`src/rtl/axis_bram_pkg.sv`:
```
// Shared definitions for the BRAM stream packer/reader pair.
// Holds the FSM state encoding, the line-width helper and the word-index width
// helper. Both sides of the BRAM link import these, so their widths always agree.
package axis_bram_pkg;

   // Reader control states
   typedef enum logic [1:0] {
      IDLE   = 2'd0,
      FETCH  = 2'd1,
      STREAM = 2'd2,
      DONE   = 2'd3
   } state_t;

   // Width of one BRAM line in bits
   function automatic int line_w(input int word_width, input int words_per_line);
      return word_width * words_per_line;
   endfunction

   // Width of the index that selects a word within a line
   function automatic int word_idx_w(input int words_per_line);
      return (words_per_line > 1) ? $clog2(words_per_line) : 1;
   endfunction

endpackage

```
`src/rtl/axis_bram_line_serializer.sv`:
```
// Two-entry line buffer and word serialiser for the BRAM stream reader.
// cur drains one word per tvalid&tready handshake, most significant word first.
// nxt holds a prefetched line so that a line boundary costs no bubble.
// A line that arrives while cur is (or is about to become) empty goes straight into cur.
module axis_bram_line_serializer
   import axis_bram_pkg::*;
#(
   parameter  int WORD_WIDTH         = 16,
   parameter  int BRAM_WIDTH_IN_WORD = 36,
   localparam int LINE_W             = line_w(WORD_WIDTH, BRAM_WIDTH_IN_WORD)
) (
   input  logic                  clk,
   input  logic                  rstn,
   input  logic                  clear,
   input  logic                  load_valid,
   input  logic [LINE_W-1:0]     load_data,
   input  logic                  load_last,
   input  logic                  tready,
   output logic [WORD_WIDTH-1:0] tdata,
   output logic                  tvalid,
   output logic                  tlast,
   output logic                  next_valid,
   output logic                  final_hs
);

   localparam int               IDX_W    = word_idx_w(BRAM_WIDTH_IN_WORD);
   localparam logic [IDX_W-1:0] LAST_IDX = IDX_W'(BRAM_WIDTH_IN_WORD - 1);
   localparam logic [IDX_W-1:0] IDX_ONE  = IDX_W'(1);

   logic [LINE_W-1:0] cur_data;
   logic [LINE_W-1:0] nxt_data;
   logic              cur_valid;
   logic              nxt_valid;
   logic              cur_last;
   logic              nxt_last;
   logic [IDX_W-1:0]  word_idx;

   logic hs;
   logic at_last_word;
   logic line_end;
   logic cur_free;

   assign hs           = cur_valid & tready;
   assign at_last_word = (word_idx == LAST_IDX);
   assign line_end     = hs & at_last_word;
   // cur can accept a new line this cycle: it is empty or its last word is leaving
   assign cur_free     = ~cur_valid | line_end;

   // cur_data shifts left per beat, so the outgoing word is always its top slice
   assign tdata      = cur_data[LINE_W-1 -: WORD_WIDTH];
   assign tvalid     = cur_valid;
   assign tlast      = cur_valid & cur_last & at_last_word;
   assign next_valid = nxt_valid;
   assign final_hs   = line_end & cur_last;

   // Buffer fill, drain and word advance
   always_ff @(posedge clk or negedge rstn) begin
      if (!rstn) begin
         // NOTE: the line buffers are reset as well, so tdata reads 0 straight out of reset.
         cur_data  <= '0;
         nxt_data  <= '0;
         cur_valid <= 1'b0;
         nxt_valid <= 1'b0;
         cur_last  <= 1'b0;
         nxt_last  <= 1'b0;
         word_idx  <= '0;
      end else if (clear) begin
         cur_valid <= 1'b0;
         nxt_valid <= 1'b0;
         cur_last  <= 1'b0;
         nxt_last  <= 1'b0;
         word_idx  <= '0;
      end else begin
         // NOTE: non-blocking assignments throughout; later assignments in this block
         // deliberately override earlier ones for the same register in the same cycle.
         if (line_end) begin
            word_idx <= '0;
         end else if (hs) begin
            word_idx <= word_idx + IDX_ONE;
            cur_data <= cur_data << WORD_WIDTH;
         end

         if (cur_free) begin
            if (nxt_valid) begin
               cur_data  <= nxt_data;
               cur_last  <= nxt_last;
               cur_valid <= 1'b1;
               nxt_valid <= 1'b0;
            end else if (load_valid) begin
               cur_data  <= load_data;
               cur_last  <= load_last;
               cur_valid <= 1'b1;
            end else begin
               cur_valid <= 1'b0;
            end
         end

         // Arriving line parks in nxt unless it was forwarded straight into cur
         if (load_valid && !(cur_free && !nxt_valid)) begin
            nxt_data  <= load_data;
            nxt_last  <= load_last;
            nxt_valid <= 1'b1;
         end
      end
   end

endmodule

```
`src/rtl/axis_bram_stream_reader.sv`:
```
// Reads BRAM lines start..bound (inclusive, address wraps) and streams them out
// as WORD_WIDTH-bit AXI-Stream beats with full tready backpressure.
// The top holds the control FSM, the line address/count and prefetch issue;
// axis_bram_line_serializer holds the two line buffers and the beat handshake.
// Optional feature macro: AXIS_BRAM_READER_STALL_CNT_EN adds a 32-bit stall_cnt
// output counting stalled streaming cycles (tvalid & !tready).
module axis_bram_stream_reader
   import axis_bram_pkg::*;
#(
   parameter  int BRAM_ADDR_LENGTH   = 12,
   parameter  int BRAM_WIDTH_IN_WORD = 36,
   parameter  int WORD_WIDTH         = 16,
   localparam int LINE_W             = line_w(WORD_WIDTH, BRAM_WIDTH_IN_WORD)
) (
   input  logic                        clk,
   input  logic                        rstn,
   input  logic                        start,
   input  logic [BRAM_ADDR_LENGTH-1:0] bram_start_index,
   input  logic [BRAM_ADDR_LENGTH-1:0] bram_bound_index,
   output logic                        bram_en,
   output logic [BRAM_ADDR_LENGTH-1:0] bram_index,
   input  logic [LINE_W-1:0]           bram_rdata,
   output logic [WORD_WIDTH-1:0]       m_axis_tdata,
   output logic                        m_axis_tvalid,
   input  logic                        m_axis_tready,
   output logic                        m_axis_tlast,
   output logic                        busy,
   output logic                        done
`ifdef AXIS_BRAM_READER_STALL_CNT_EN
   ,
   output logic [31:0]                 stall_cnt
`endif
);

   localparam logic [BRAM_ADDR_LENGTH-1:0] ADDR_ONE = BRAM_ADDR_LENGTH'(1);

   state_t                      state;
   logic [BRAM_ADDR_LENGTH-1:0] lines_rem;   // lines still to be issued after the last one read
   logic                        issue_last;  // the read currently on bram_en is the bound line
   logic                        rd_valid_q;  // bram_rdata carries a requested line this cycle
   logic                        rd_last_q;   // ... and that line is the bound line

   logic start_acc;
   logic next_valid;
   logic final_hs;
   logic prefetch_ok;

   assign start_acc   = (state == IDLE) & start;
   // Only one read in flight: nothing on bram_en, nothing landing, nxt free, lines left
   assign prefetch_ok = ~next_valid & ~bram_en & ~rd_valid_q & (lines_rem != '0);

   // Control FSM with address counter and prefetch issue
   always_ff @(posedge clk or negedge rstn) begin
      if (!rstn) begin
         state      <= IDLE;
         busy       <= 1'b0;
         done       <= 1'b0;
         bram_en    <= 1'b0;
         bram_index <= '0;
         lines_rem  <= '0;
         issue_last <= 1'b0;
      end else begin
         bram_en <= 1'b0;
         done    <= 1'b0;
         case (state)
            IDLE: begin
               if (start) begin
                  state      <= FETCH;
                  busy       <= 1'b1;
                  bram_en    <= 1'b1;
                  bram_index <= bram_start_index;
                  lines_rem  <= bram_bound_index - bram_start_index;
                  issue_last <= (bram_bound_index == bram_start_index);
               end
            end
            FETCH: begin
               if (rd_valid_q) state <= STREAM;
            end
            STREAM: begin
               if (final_hs) begin
                  state <= DONE;
                  done  <= 1'b1;
               end else if (prefetch_ok) begin
                  bram_en    <= 1'b1;
                  bram_index <= bram_index + ADDR_ONE;
                  lines_rem  <= lines_rem - ADDR_ONE;
                  issue_last <= (lines_rem == ADDR_ONE);
               end
            end
            DONE: begin
               state <= IDLE;
               busy  <= 1'b0;
            end
            default: state <= IDLE;
         endcase
      end
   end

   // Track the read one cycle behind bram_en, when its data is on bram_rdata
   always_ff @(posedge clk or negedge rstn) begin
      if (!rstn) begin
         rd_valid_q <= 1'b0;
         rd_last_q  <= 1'b0;
      end else begin
         rd_valid_q <= bram_en;
         rd_last_q  <= issue_last;
      end
   end

   axis_bram_line_serializer #(
      .WORD_WIDTH         (WORD_WIDTH),
      .BRAM_WIDTH_IN_WORD (BRAM_WIDTH_IN_WORD)
   ) u_serializer (
      .clk        (clk),
      .rstn       (rstn),
      .clear      (start_acc),
      .load_valid (rd_valid_q),
      .load_data  (bram_rdata),
      .load_last  (rd_last_q),
      .tready     (m_axis_tready),
      .tdata      (m_axis_tdata),
      .tvalid     (m_axis_tvalid),
      .tlast      (m_axis_tlast),
      .next_valid (next_valid),
      .final_hs   (final_hs)
   );

`ifdef AXIS_BRAM_READER_STALL_CNT_EN
   // Saturating count of streaming cycles where the sink holds off a valid beat
   always_ff @(posedge clk or negedge rstn) begin
      if (!rstn) begin
         stall_cnt <= '0;
      end else if (start_acc) begin
         stall_cnt <= '0;
      end else if ((state == STREAM) && m_axis_tvalid && !m_axis_tready && (stall_cnt != '1)) begin
         stall_cnt <= stall_cnt + 32'd1;
      end
   end
`endif

endmodule

```
`config.mk`:
```
export PLATFORM = sky130hd
export DESIGN_NAME = axis_bram_stream_reader
export DESIGN_NICKNAME = d
export VERILOG_FILES = /design/src/rtl/axis_bram_pkg.sv /design/src/rtl/axis_bram_line_serializer.sv /design/src/rtl/axis_bram_stream_reader.sv
export SDC_FILE = /design/constraint.sdc
export NUM_CORES = 2
export LEC_CHECK = 0
export BUFFER_PORTS_ARGS = -buffer_cell sky130_fd_sc_hd__buf_2
export CAP_MARGIN = 5
export CORE_MARGIN = 1.5
export CORE_UTILIZATION = 40
export CTS_CLUSTER_SIZE = 28
export DETAILED_ROUTE_END_ITERATION = 8
export PLACE_DENSITY = 0.68
export SLEW_MARGIN = 20
export SYNTH_ARGS = -nofsm -noshare
export SYNTH_HDL_FRONTEND = slang
export SYNTH_SLANG_ARGS = --single-unit
```
`constraint.sdc`:
```
create_clock -name clk -period 4.75 [get_ports clk]
set_input_delay 0.2375 -clock clk [delete_from_list [all_inputs] [get_ports clk]]
set_output_delay 0.2375 -clock clk [all_outputs]
set_load 0.05 [all_outputs]
```
==> impl_metrics.csv <==
group,metric,value,unit
floorplan,std_cell_rows,135,
place,place_congestion,0.8686,
finish,drive_gt1_frac,0.2343,
routing,drt-pass1-iter-count,6,
routing,ant_nets,0,
worst_setup_path,cp_common_cell,"buf_4",
cts,clock_latency,0.77,ns
global_route,grt_overflow,0,
yosys,ys_seq_area_frac,0.5482,
yosys,avgSynthCellArea,10.11,um^2
routing,drc_errors,0,
cts,cts.sinks,1194,
routing,finalWirelength,182700,um
yosys,netlist_instances,5390,
sta,fmaxAchievable,291.3,MHz
cts,cts.clk_slew.worst_paths,0.06,ns
cts,cts_resized,0,
global_route,grt_use_total,0.2568,
yosys,ys_ff_latch,1194,
yosys,synth_top_area_cell,"dfrtp_1",
worst_setup_path,max_stage_delay,0.98,ns
run_status,status,"completed",
pwr,power,45.06,mW
worst_setup_path,crit_slowest_cell,"dfrtp_4",
sta,worstMarginPinSlew,1.103,ns
yosys,synth_top_family_by_area,"compound AO/OA/AOI/OAI gates",
finish,multi_input_area,22530,um^2
cts,post_cts_buffers,0,
yosys,synth_compound_area_frac,0.1955,
pwr,power_leakage,29.63,nW
global_route,antenna_found_initial,67,
yosys,synthFlopType,"dfrtp_1",
cts,cts_tree,"done",
worst_setup_path,crit_arrival,4.08,ns
worst_setup_path,cp_data_required_time,5.40,ns
place,place_inst,7420,
yosys,synth-edff-count,0,
sta,setup_viol,0,
routing,wire_per_inst,22.01,um
floorplan,die-width,372.1,um
floorplan,die_h,372.1,um
worst_setup_path,crit_path_start_kind,"flip-flop",
worst_setup_path,crit_type,"flip-flop to flip-flop",
yosys,syn-num-nets,6015,
global_route,grt_max_degree,202,
hold_path,hold_path_class,"input port to flip-flop",
cts,cts_root_buffer,"clkbuf_16",
floorplan,dieArea,138500,um^2
cts,numCtsBuffers,135,
place,placement.io_buffers,636,
cts,cts_max_level,4,
routing,topRoutingLayerUsed,"met5",
finish,area_delta_synth_final,27.61,%
finish,ff_latch_area,29880,um^2
routing,met3_length,13920,um
cts,cts_hold_buf,597,
yosys,synth.area.mux_share,0.1203,
worst_setup_path,crit_path_end_kind,"flip-flop",
yosys,synth_simple_gate_area_frac,0.08978,
sta,finalCriticalPeriod,3.433,ns
cts,cts_max_path_buffers,3,
routing,route.vias.total,47170,
yosys,synth_warnings,0,
worst_setup_path,path_cells,"buf_4, buf_4, a22oi_1, nor2_1, a21oi_1, o21ai_0",
yosys,synthAdderAreaFrac,0.004958,
finish,final_cells,8301,
sta,rsz0062_at_grt,"no",
yosys,synth-xor-area-share,0.001928,
global_route,grt_pass1_wl,277200,um
yosys,async_reset_ff_frac,1.000,
floorplan,io_pins,637,
sta,hold_violations,0,
yosys,yosysUniqueCellTypes,56,
finish,n_fill_cell,11750,
job,max_cap_violations,0,
routing,drt-initial-drc-count,4826,
routing,viasPerCell,5.683,
sta,slew_viol_final,0,
yosys,synth.area.top_cells,"dfrtp_1 55%, mux2_2 12%, a22oi_1 7.9%",
yosys,syn-cell-area,54500,um^2
sta,finClkSkew,0.03723,ns
routing,route.met2.wl,83000,um
routing,route.layer.met1.wl,78370,um
finish,fin_nets,6998,
sta,max_slew_margin,0.2644,
global_route,grt_pass1_vias,46900,
sta,tns,0,ns
pwr,peakVddDrop,0.4693,mV
pwr,power_per_cell_area,647.9,nW/um^2
sta,period_share,0.7228,
floorplan,start_util,0.4028,
worst_setup_path,path_max_fanout,84,
place,dp_hpwl,113100,um
floorplan,core_area,135300,um^2
yosys,netlist.area_leader.share,0.5482,
## metal layers
layer | vias up | track usage
met5 | - | 0
met2 | 2028 | 0.3936
li1 | 21110 | -
met3 | 442 | 0.05894
met1 | 23540 | 0.3520
met4 | 50 | 0.1010
## worst max-delay path: cells and delay by family, from the launching register on
family                 cells  cell delay [ns]
buffers and inverters      2             1.53
flip-flops                 1             0.98
AO/OA/AOI/OAI              3             0.56
AND/OR/NAND/NOR            1             0.14
## power by group
part	leakage [nW]	internal [mW]	total, mW	switching (mW)
clock	2.20	6.14	10.6	4.45
combinational	12.7	7.01	16.8	9.83
sequential	14.8	14.7	17.6	2.92
total	29.6	27.9	45.1	17.2
## cell usage in the layout (no fill, tap or decap), types with 6 or more instances in the layout
cell type	instances
a21oi_1	591
a22oi_1	576
and3_1	6
buf_12	35
buf_2	635
buf_4	51
bufinv_16	8
clkbuf_1	27
clkbuf_16	137
clkbuf_8	22
clkinv_2	23
dfrtp_1	1193
diode_2	46
dlygate4sd3_1	597
ha_1	20
inv_1	23
inv_6	7
mux2_2	577
mux2i_1	6
nand2_1	616
nand3_1	16
nor2_1	598
nor3_1	7
o21ai_0	604
xnor2_1	9
## area by class of cell
class / count / area share
Antenna cell: 46 / 0.001655
Inverter: 24 / 0.001295
Clock buffer: 186 / 0.05510
Sequential cell: 1194 / 0.4296
Tap cell: 1781 / 0.03204
Timing Repair Buffer: 1318 / 0.1472
Clock inverter: 52 / 0.009156
Multi-Input combinational cell: 3700 / 0.3239
## cell usage after synthesis (4+ instances only)
master and instances:
and3_1 6, nor3_1 7, a21oi_1 591, buf_1 8
mux2_2 577, inv_1 23, o22ai_1 4, clkbuf_1 382
a22oi_1 576, buf_2 12, o21ai_0 604, buf_4 69
dfrtp_1 1194, a31oi_1 4, nand3_1 16, nor2_1 599
nand2b_1 4, or3_1 4, ha_1 20, a221o_1 5
xnor2_1 9, mux2i_1 6, nand2_1 616
## final timing paths
check | start | endpoint | slack [ns] | cells after the start
worst max-delay path | u_serializer.next_valid | u_serializer.cur_data[219] | 1.32 | 6
worst min-delay path | bram_bound_index[5] | lines_rem[5] | 0.1 | 4
worst max register to register | u_serializer.next_valid | u_serializer.cur_data[219] | 1.32 | 6
worst min register to register | issue_last | rd_last_q | 0.38 | 0
max in group asynchronous | rstn | u_serializer.nxt_data[215] | 3.14 | 3
min in group asynchronous | rstn | u_serializer.cur_data[448] | 0.15 | 2
## cells by family after synthesis
logic type / Yosys count
adders and majority gates: 21
xor gates and xnor gates: 12
muxes: 583
AOI/OAI and AO/OA: 1814
and+or+nand+nor: 1270
DFF: 1194
buffers and inverters: 496
## metrics by stage
step / area [um^2] / util / hold slack, ns / setup slack [ns]
floorplan: 54500 / - / -0.05809 / 2.293
global placement: 58990 / 0.4360 / 0.3640 / 1.481
detailed placement: 58990 / 0.4360 / 0.3713 / 1.442
CTS: 69440 / 0.5132 / 0.01311 / 1.383
global route: 69520 / 0.5139 / 0.05712 / 1.210
finish: 69550 / 0.5141 / 0.09554 / 1.317
## registers in the layout, summed over array words and instances (netlist names)
signal	cells
lines_rem	12
bram_en	1
u_serializer.cur_data	576
issue_last	1
state	2
u_serializer.cur_last	1
bram_index	12
u_serializer.nxt_last	1
u_serializer.nxt_data	576
rd_last_q	1
rd_valid_q	1
done	1
u_serializer.next_valid	1
u_serializer.tvalid	1
busy	1
u_serializer.word_idx	6
Note: power is estimated with default switching activity, not from simulation.
